[src/rtl/if_id_stage_if.sv]
// Handshake and decode-field bundle between fetch, the IF/ID boundary register and decode.
// The stage itself takes the slave view; fetch/decode (or a bench) take the master view.
interface if_id_stage_if #(
  parameter int PC_W = 32
);
  // fetch side
  logic            in_valid;
  logic            in_ready;
  logic [31:0]     in_instr;
  logic [PC_W-1:0] in_pc_plus4;
  logic            flush;
  // decode side
  logic            out_valid;
  logic            out_ready;
  logic [31:0]     out_instr;
  logic [PC_W-1:0] out_pc_plus4;
  logic [5:0]      opcode;
  logic [4:0]      rs;
  logic [4:0]      rt;
  logic [4:0]      rd;
  logic [4:0]      shamt;
  logic [5:0]      funct;
  logic [15:0]     imm16;

  modport master (
    output in_valid, in_instr, in_pc_plus4, flush, out_ready,
    input  in_ready, out_valid, out_instr, out_pc_plus4,
    input  opcode, rs, rt, rd, shamt, funct, imm16
  );

  modport slave (
    input  in_valid, in_instr, in_pc_plus4, flush, out_ready,
    output in_ready, out_valid, out_instr, out_pc_plus4,
    output opcode, rs, rt, rd, shamt, funct, imm16
  );
endinterface

[src/rtl/if_id_stage.sv]
// IF->ID boundary: 2-entry skid buffer with registered in_ready, flush, and MIPS field split.
// The main register always drives the outputs; the skid entry only catches the word accepted during a stall.
module if_id_stage #(
  parameter logic [31:0] NOP_INSTR = 32'h0000_0000,
  parameter int          PC_W      = 32
) (
  input logic          Clk,
  input logic          Reset,
  if_id_stage_if.slave bus
);

  typedef enum logic [1:0] {
    EMPTY = 2'd0,
    FULL1 = 2'd1,
    FULL2 = 2'd2
  } state_e;

  state_e          state_q;
  logic            out_valid_q;
  logic            in_ready_q;
  logic [31:0]     main_instr_q;
  logic [PC_W-1:0] main_pc_q;
  logic [31:0]     skid_instr_q;
  logic [PC_W-1:0] skid_pc_q;

  logic in_xfer;
  logic out_xfer;

  assign in_xfer  = bus.in_valid & in_ready_q;
  assign out_xfer = out_valid_q & bus.out_ready;

  // Reset and flush clear identically; the main register is forced to the NOP image
  // whenever it goes idle so that outputs never need a valid-gated mux.
  always_ff @(posedge Clk) begin
    if (Reset || bus.flush) begin
      state_q      <= EMPTY;
      out_valid_q  <= 1'b0;
      in_ready_q   <= 1'b1;
      main_instr_q <= NOP_INSTR;
      main_pc_q    <= '0;
      skid_instr_q <= NOP_INSTR;
      skid_pc_q    <= '0;
    end else begin
      unique case (state_q)
        EMPTY: begin
          if (in_xfer) begin
            main_instr_q <= bus.in_instr;
            main_pc_q    <= bus.in_pc_plus4;
            out_valid_q  <= 1'b1;
            state_q      <= FULL1;
          end
        end
        FULL1: begin
          if (out_xfer && in_xfer) begin
            main_instr_q <= bus.in_instr;
            main_pc_q    <= bus.in_pc_plus4;
          end else if (out_xfer) begin
            main_instr_q <= NOP_INSTR;
            main_pc_q    <= '0;
            out_valid_q  <= 1'b0;
            state_q      <= EMPTY;
          end else if (in_xfer) begin
            skid_instr_q <= bus.in_instr;
            skid_pc_q    <= bus.in_pc_plus4;
            in_ready_q   <= 1'b0;
            state_q      <= FULL2;
          end
        end
        FULL2: begin
          // in_ready is low here, so only the drain of main can happen.
          if (out_xfer) begin
            main_instr_q <= skid_instr_q;
            main_pc_q    <= skid_pc_q;
            in_ready_q   <= 1'b1;
            state_q      <= FULL1;
          end
        end
        default: begin
          state_q      <= EMPTY;
          out_valid_q  <= 1'b0;
          in_ready_q   <= 1'b1;
          main_instr_q <= NOP_INSTR;
          main_pc_q    <= '0;
        end
      endcase
    end
  end

  assign bus.in_ready     = in_ready_q;
  assign bus.out_valid    = out_valid_q;
  assign bus.out_instr    = main_instr_q;
  assign bus.out_pc_plus4 = main_pc_q;

  assign bus.opcode = main_instr_q[31:26];
  assign bus.rs     = main_instr_q[25:21];
  assign bus.rt     = main_instr_q[20:16];
  assign bus.rd     = main_instr_q[15:11];
  assign bus.shamt  = main_instr_q[10:6];
  assign bus.funct  = main_instr_q[5:0];
  assign bus.imm16  = main_instr_q[15:0];

  // Structural invariants of the skid buffer.
  a_full2_not_ready: assert property (@(posedge Clk) disable iff (Reset)
    (state_q == FULL2) |-> !in_ready_q);

  a_valid_matches_state: assert property (@(posedge Clk) disable iff (Reset)
    out_valid_q == (state_q != EMPTY));

  a_idle_is_nop: assert property (@(posedge Clk) disable iff (Reset)
    !out_valid_q |-> (main_instr_q == NOP_INSTR && main_pc_q == '0));

  a_stall_hold: assert property (@(posedge Clk) disable iff (Reset)
    (out_valid_q && !bus.out_ready && !bus.flush) |=>
      (out_valid_q && $stable(main_instr_q) && $stable(main_pc_q)));

endmodule
[src/flat_wrapper.sv]
// flat-port wrapper written by rule: the top's interface ports become plain ports
module if_id_stage_flat 
#(
  parameter logic [31:0] NOP_INSTR = 32'h0000_0000,
  parameter int          PC_W      = 32
)
  (Clk, Reset, bus_in_valid, bus_in_instr, bus_in_pc_plus4, bus_flush, bus_out_ready, bus_in_ready, bus_out_valid, bus_out_instr, bus_out_pc_plus4, bus_opcode, bus_rs, bus_rt, bus_rd, bus_shamt, bus_funct, bus_imm16);
  if_id_stage_if #(.PC_W(PC_W)) bus_i ();
  input logic Clk;
  input logic Reset;
  input wire logic [$bits(bus_i.in_valid)-1:0] bus_in_valid;
  input wire logic [$bits(bus_i.in_instr)-1:0] bus_in_instr;
  input wire logic [$bits(bus_i.in_pc_plus4)-1:0] bus_in_pc_plus4;
  input wire logic [$bits(bus_i.flush)-1:0] bus_flush;
  input wire logic [$bits(bus_i.out_ready)-1:0] bus_out_ready;
  output wire logic [$bits(bus_i.in_ready)-1:0] bus_in_ready;
  output wire logic [$bits(bus_i.out_valid)-1:0] bus_out_valid;
  output wire logic [$bits(bus_i.out_instr)-1:0] bus_out_instr;
  output wire logic [$bits(bus_i.out_pc_plus4)-1:0] bus_out_pc_plus4;
  output wire logic [$bits(bus_i.opcode)-1:0] bus_opcode;
  output wire logic [$bits(bus_i.rs)-1:0] bus_rs;
  output wire logic [$bits(bus_i.rt)-1:0] bus_rt;
  output wire logic [$bits(bus_i.rd)-1:0] bus_rd;
  output wire logic [$bits(bus_i.shamt)-1:0] bus_shamt;
  output wire logic [$bits(bus_i.funct)-1:0] bus_funct;
  output wire logic [$bits(bus_i.imm16)-1:0] bus_imm16;
  assign bus_i.in_valid = bus_in_valid;
  assign bus_i.in_instr = bus_in_instr;
  assign bus_i.in_pc_plus4 = bus_in_pc_plus4;
  assign bus_i.flush = bus_flush;
  assign bus_i.out_ready = bus_out_ready;
  assign bus_in_ready = bus_i.in_ready;
  assign bus_out_valid = bus_i.out_valid;
  assign bus_out_instr = bus_i.out_instr;
  assign bus_out_pc_plus4 = bus_i.out_pc_plus4;
  assign bus_opcode = bus_i.opcode;
  assign bus_rs = bus_i.rs;
  assign bus_rt = bus_i.rt;
  assign bus_rd = bus_i.rd;
  assign bus_shamt = bus_i.shamt;
  assign bus_funct = bus_i.funct;
  assign bus_imm16 = bus_i.imm16;
  if_id_stage #(.NOP_INSTR(NOP_INSTR), .PC_W(PC_W)) u_core (.Clk(Clk), .Reset(Reset), .bus(bus_i));
endmodule
[config.mk]
export PLATFORM = sky130hd
export DESIGN_NAME = if_id_stage_flat
export DESIGN_NICKNAME = d
export VERILOG_FILES = /design/src/rtl/if_id_stage_if.sv /design/src/rtl/if_id_stage.sv /design/src/flat_wrapper.sv
export SDC_FILE = /design/constraint.sdc
export NUM_CORES = 1
export LEC_CHECK = 0
export CORE_MARGIN = 2
export CORE_UTILIZATION = 45
export CTS_CLUSTER_DIAMETER = 150
export DETAILED_ROUTE_END_ITERATION = 10
export PLACE_DENSITY = 0.78
export SYNTH_ARGS = -nofsm -noshare
export SYNTH_HDL_FRONTEND = slang
export SYNTH_SLANG_ARGS = --single-unit
[constraint.sdc]
create_clock -name Clk -period 1.45 [get_ports Clk]
set_input_delay 0.2175 -clock Clk [delete_from_list [all_inputs] [get_ports Clk]]
set_output_delay 0.2175 -clock Clk [all_outputs]
set_load 0.01 [all_outputs]
==> Word-level counts from Yosys, hierarchy flattened <==
Index checks and enable logic that the tools add are counted.
{ "word_totals": {"mem_bits_ro": 0, "ram_bits": 0, "latch_bits": 0, "memories": 0, "regBits": 132, "input_bits": 69, "wordCells": 55} }
{ "classes": {"eq_ne": 10, "div_mod_pow": 0, "n_mux": 24, "multipliers": 0, "bitwise_logic": 6, "n_lt_le_gt_ge": 0, "reduce_logical": 8, "addsub": 0, "shift": 0} }
{ "ops": {"columns": ["op", "count"], "rows": [
  ["$mux W32", 7],
  ["$pmux W32 S3", 2],
  ["$reduce_and A4 Y1", 3],
  ["$mux W2", 5],
  ["$ne A2 B1 Y1 const B", 4],
  ["$mux W1", 7],
  ["$ne A3 B1 Y1 const B", 2],
  ["$pmux W1 S3", 2],
  ["$pmux W2 S3", 1],
  ["$reduce_and A5 Y1", 1],
  ["$ne A2 B2 Y1 const B", 2],
  ["$not A1 Y1", 4],
  ["$reduce_and A3 Y1", 1],
  ["$and A1 B1 Y1", 2],
  ["$eq A2 B1 Y1 const B", 1],
  ["$eq A2 B2 Y1 const B", 1],
  ["$logic_not A2 Y1", 1],
  ["$logic_and A1 B1 Y1", 1],
  ["$logic_or A1 B1 Y1", 1]
]} }

==> Depth between registers and ports, before layout <==
{ "depth": {"depth_word": 5, "ltp_mapped": 7} }

==> Least setup slack after synthesis <==
OpenSTA, ideal clock, no wires.
{ "synth_timing": {"path_type": "reg2reg", "start": "register u_core.state_q[0]", "end": "register u_core.skid_instr_q[10]", "setup_slack_ps": 81, "t_arrival_ps": 1298, "n_path_buf": 3, "required_ps": 1379, "path_stages_with_launch": 8, "setup_ps": 71, "period_less_slack_ps": 1369, "path_cell_list": "dfxtp_1 > buf_4 > a21boi_4 > and4b_1 > buf_6 > buf_12 > nand2_2 > a21oi_2"} }
{ "synth_between": {"elab_chain_cells": 2} }
{ "synth_lines": {"columns": ["item", "line", "rtl"], "rows": [
  ["start: declaration", "if_id_stage.sv:18", "state_e state_q;"],
  ["start signal: assignment", "if_id_stage.sv:36", "state_q <= EMPTY;"],
  ["start signal: assignment", "if_id_stage.sv:50", "state_q <= FULL1;"],
  ["start signal: assignment", "if_id_stage.sv:61", "state_q <= EMPTY;"],
  ["$eq A2 B1 Y1", "if_id_stage.sv:44", "unique case (state_q)"],
  ["$reduce_and A4 Y1 (no source line)", null, null],
  ["end signal: assignment", "if_id_stage.sv:63", "skid_instr_q <= bus.in_instr;"],
  ["end: declaration", "if_id_stage.sv:23", "logic [31:0] skid_instr_q;"]
]} }
No other way between the ends.
A chain may end at the register's enable or synchronous reset.

==> Final worst setup path <==
{ "layout_timing": {"start": "register u_core.out_valid_q (netlist: u_core.bus.out_valid)", "end": "register u_core.skid_instr_q[15]"} }
{ "layout_between": {"elab_chain_cells": 4, "word_cells_on_any_way": 5, "cone_classes": "3 x bitwise; 2 x reduce/logical"} }
{ "layout_lines": {"columns": ["item", "line", "rtl"], "rows": [
  ["start: declaration", "if_id_stage.sv:19", "logic out_valid_q;"],
  ["start signal: assignment", "if_id_stage.sv:37", "out_valid_q <= 1'b0;"],
  ["start signal: assignment", "if_id_stage.sv:49", "out_valid_q <= 1'b1;"],
  ["start signal: assignment", "if_id_stage.sv:60", "out_valid_q <= 1'b0;"],
  ["$and A1 B1 Y1 (*)", "if_id_stage.sv:30", "assign out_xfer = out_valid_q & bus.out_ready;"],
  ["$logic_and A1 B1 Y1", "if_id_stage.sv:54", "if (out_xfer && in_xfer) begin"],
  ["$not A1 Y1 (no source line)", null, null],
  ["$reduce_and A4 Y1 (no source line) (*)", null, null]
]} }
Every way passes the cells marked *; elsewhere a longest branch is shown, timed or not.

==> impl_metrics.py <==
metrics = {
    "yosys": {
        "ys_types": 33,
        "synth_nets": 935,
        "ys_ff_latch": 132,
        "syn_avg_cell_area_um2": 8.31,
        "syn-instance-count": 866,
        "syn_area_um2": 7200,
        "yosys_warnings": 0,
        "seq_area_frac_synth_pct": 36.7,
    },
    "global_route": {
        "grt_pass1_wl_um": 30500,
        "grt_max_degree": 38,
        "antenna_found_initial": 0,
        "grt_util_all_layers_pct": 22.5,
        "grt_pass1_vias": 6086,
        "overflow": 0,
    },
    "sta": {
        "fmax_mhz": 647,
        "fin_ws_ns": -0.0964,
        "timing.final.crit_share_pct": 107,
        "hold_slack_ns": 0.407,
        "drv_slew": 0,
        "hold_viol": 0,
        "rsz0062_at_grt": "true",
        "min_period_ns": 1.55,
        "worst_pin_slew_ns": 0.370,
        "slew_headroom_pct": 75.3,
        "skew_ns": 0.0147,
        "setup_violations": 113,
    },
    "critical_path": {
        "worst-path-buf-inv": 3,
        "r2r_end": "u_core.skid_instr_q[15]",
        "critical_path_cell_count": 7,
        "path_cells": "buf_6 -> a21boi_4 -> nand4b_1 -> buf_6 -> buf_12 -> nand2_1 -> a21oi_2",
        "max_stage_delay_ns": 0.36,
        "crit_path_end_kind": "register",
        "r2r_slack_ns": -0.1,
        "r2r_cells": 7,
        "start_kind": "register",
        "path_max_fanout": 31,
        "crit_path_frequent_cell": "buf_6",
        "worst_ep_required_time_ns": 1.75,
        "cp_top_family": "buffers and inverters",
        "r2r-start": "u_core.bus.out_valid",
        "critical_path_class": "register to register",
        "arrival_ns": 1.85,
        "critPathSlowestCell": "dfxtp_4",
    },
    "finish": {
        "antenna_cells": 0,
        "final_area_um2": 10600,
        "drive_gt1_share_pct": 30.4,
        "n_fill_cell": 1235,
        "syn_to_final_growth_pct": 47.0,
        "fin_nets": 1093,
        "fin_util_pct": 67.1,
        "layout.cells.most_common": "dfxtp_1",
        "final_cell_mix": "dfxtp_1, dlygate4sd2_1, o21ai_1, a21oi_2, clkdlybuf4s50_1",
    },
    "routing": {
        "wl_per_cell_um": 18.8,
        "vias_per_cell": 5.64,
        "dr.pass1.iters": 5,
        "ant_nets": 0,
        "drt_iter0_drc": 567,
        "drt_wl_total_um": 23500,
        "vias": 7049,
        "drc_errors": 0,
    },
    "cts": {
        "cts_buffers": 17,
        "clkTransAtPathRegs_ns": 0.06,
        "cts_tree": "built",
        "cts_root_buffer": "clkbuf_16",
        "cts_max_path_buffers": 2,
        "cts_hold_buf": 0,
        "htreeDepth": 4,
        "insertion_delay_ns": 0.42,
        "numClockSinks": 132,
    },
    "status": {
        "outcome": "complete, but fails checks",
        "violations": "negative setup slack",
    },
    "placement": {
        "pre_cts_ws_ns": -0.398,
        "dp_hpwl_um": 12200,
        "portBuffers": 182,
        "globalplace.congestion": 0.796,
        "place_area_um2": 8990,
    },
    "die": {
        "die_w_um": 130,
        "die_h_um": 130,
        "coreArea_um2": 15800,
        "die_area_um2": 17000,
        "rows": 46,
        "floorplan.initialDensity_pct": 45.7,
        "pin_count": 183,
    },
    "run": {
        "max-cap-violations": 0,
    },
    "pwr": {
        "power-per-cell-area_nw_per_um2": 930,
        "power_leakage_nw": 4.33,
        "ir_drop_v": 0.000920,
    },
    "min_path": {
        "min_delay_path_depth": 3,
        "hold_end": "u_core.bus.in_ready",
        "hp-class": "primary input to register",
        "min_from": "Reset",
    },
}
[how the worst max path moves through the flow]
stage	from	endpoint	slack [ns]
after global routing	u_core.bus.out_valid	u_core.skid_instr_q[18]	-0.13
after global placement	bus_out_ready	u_core.bus.out_pc_plus4[5]	-0.34
after floorplan	u_core.state_q[0]	u_core.skid_instr_q[10]	0.08
final	u_core.bus.out_valid	u_core.skid_instr_q[15]	-0.1
after CTS	u_core.bus.out_valid	u_core.skid_pc_q[26]	-0.005
after detailed placement	bus_out_ready	u_core.skid_instr_q[29]	-0.40
[cell type report]
| class | instances | area, um^2 | share of cell area [%] |
|---|---|---|---|
| clock buffer | 25 | 507 | 4.79 |
| clock inverter | 4 | 70.1 | 0.662 |
| multi-input combinational | 608 | 4050 | 38.3 |
| sequential | 132 | 2660 | 25.1 |
| tap | 216 | 270 | 2.55 |
| timing repair buffer | 265 | 3030 | 28.6 |
[metal layers]
metal | GRT usage [%] | share of wire, % | vias to the layer above | wire length, um
li1 | - | - | 3254 | -
met1 | 29.1 | 41 | 3384 | 9670
met2 | 37.8 | 49 | 357 | 11600
met3 | 5.09 | 7.6 | 54 | 1790
met4 | 6.13 | 2.1 | 0 | 483
met5 | 0 | 0 | - | 0
[where the power goes]
part / total [W] / switching (W) / internal, W / leakage (nW)
sequential: 0.00377 / 0.0000608 / 0.00371 / 1.07
combinational: 0.00178 / 0.000931 / 0.000853 / 2.98
clock: 0.00429 / 0.00155 / 0.00274 / 0.284
total: 0.00984 / 0.00254 / 0.00730 / 4.33
[cell families (layout without fill, tap and decap cells)]
family	after synthesis	count (layout)	share of synthesized area (%)
multiplexers	65	65	9.04
AND/OR/NAND/NOR	278	278	19.6
buffers and inverters	126	294	12.3
AO/OA/AOI/OAI	265	265	22.4
flip-flops	132	132	36.7
[registers in the layout, indices dropped and copies added, names as in the netlist]
name                     cells
u_core.bus.out_instr        32
u_core.bus.out_pc_plus4     32
u_core.state_q               2
u_core.bus.in_ready          1
u_core.bus.out_valid         1
u_core.skid_pc_q            32
u_core.skid_instr_q         32
[synth_stat cells, drive strengths merged]
cell	n	area share, %
a21boi	1	0.26
a21oi	130	12
a31oi	1	0.087
and2	1	0.087
and3	65	5.6
and4b	1	0.14
buf	103	11
clkbuf	23	1.3
dfxtp	132	37
mux2i	65	9.0
nand2	133	9.0
nand2b	2	0.28
nand4b	2	0.24
nand4bb	1	0.16
nor2	68	3.6
nor2b	1	0.087
nor3	2	0.14
o211ai	1	0.30
o21a	1	0.10
o21ai	129	9.0
o21bai	1	0.10
o2bb2ai	1	0.38
or2	2	0.17
[per-stage QoR]
stage          TNS (ns)  cells  power (W)
2_1_floorplan         0    866    0.00462
3_3_place_gp     -35.79   1179    0.00525
3_5_place_dp     -42.94   1179    0.00526
4_1_cts        -0.00631   1208    0.00943
5_1_grt          -10.40   1250     0.0101
6_report          -4.97   1250    0.00984
[what timing repair did]
| item | in CTS | in global routing |
|---|---|---|
| resized for setup | 121 | 105 |
| endpoints found under the setup margin | 157 | 121 |
| buffers inserted | 0 | 14 |
| pin swaps | 1 | 63 |
| cloned | 0 | 28 |
[worst reg2reg max path, cell delays in order, from the launching register on]
cell      delay, ns
dfxtp_4        0.36
buf_6          0.12
a21boi_4       0.16
nand4b_1       0.23
buf_6          0.22
buf_12         0.17
nand2_1        0.12
a21oi_2        0.06
Power figures use the tool's default switching activity.
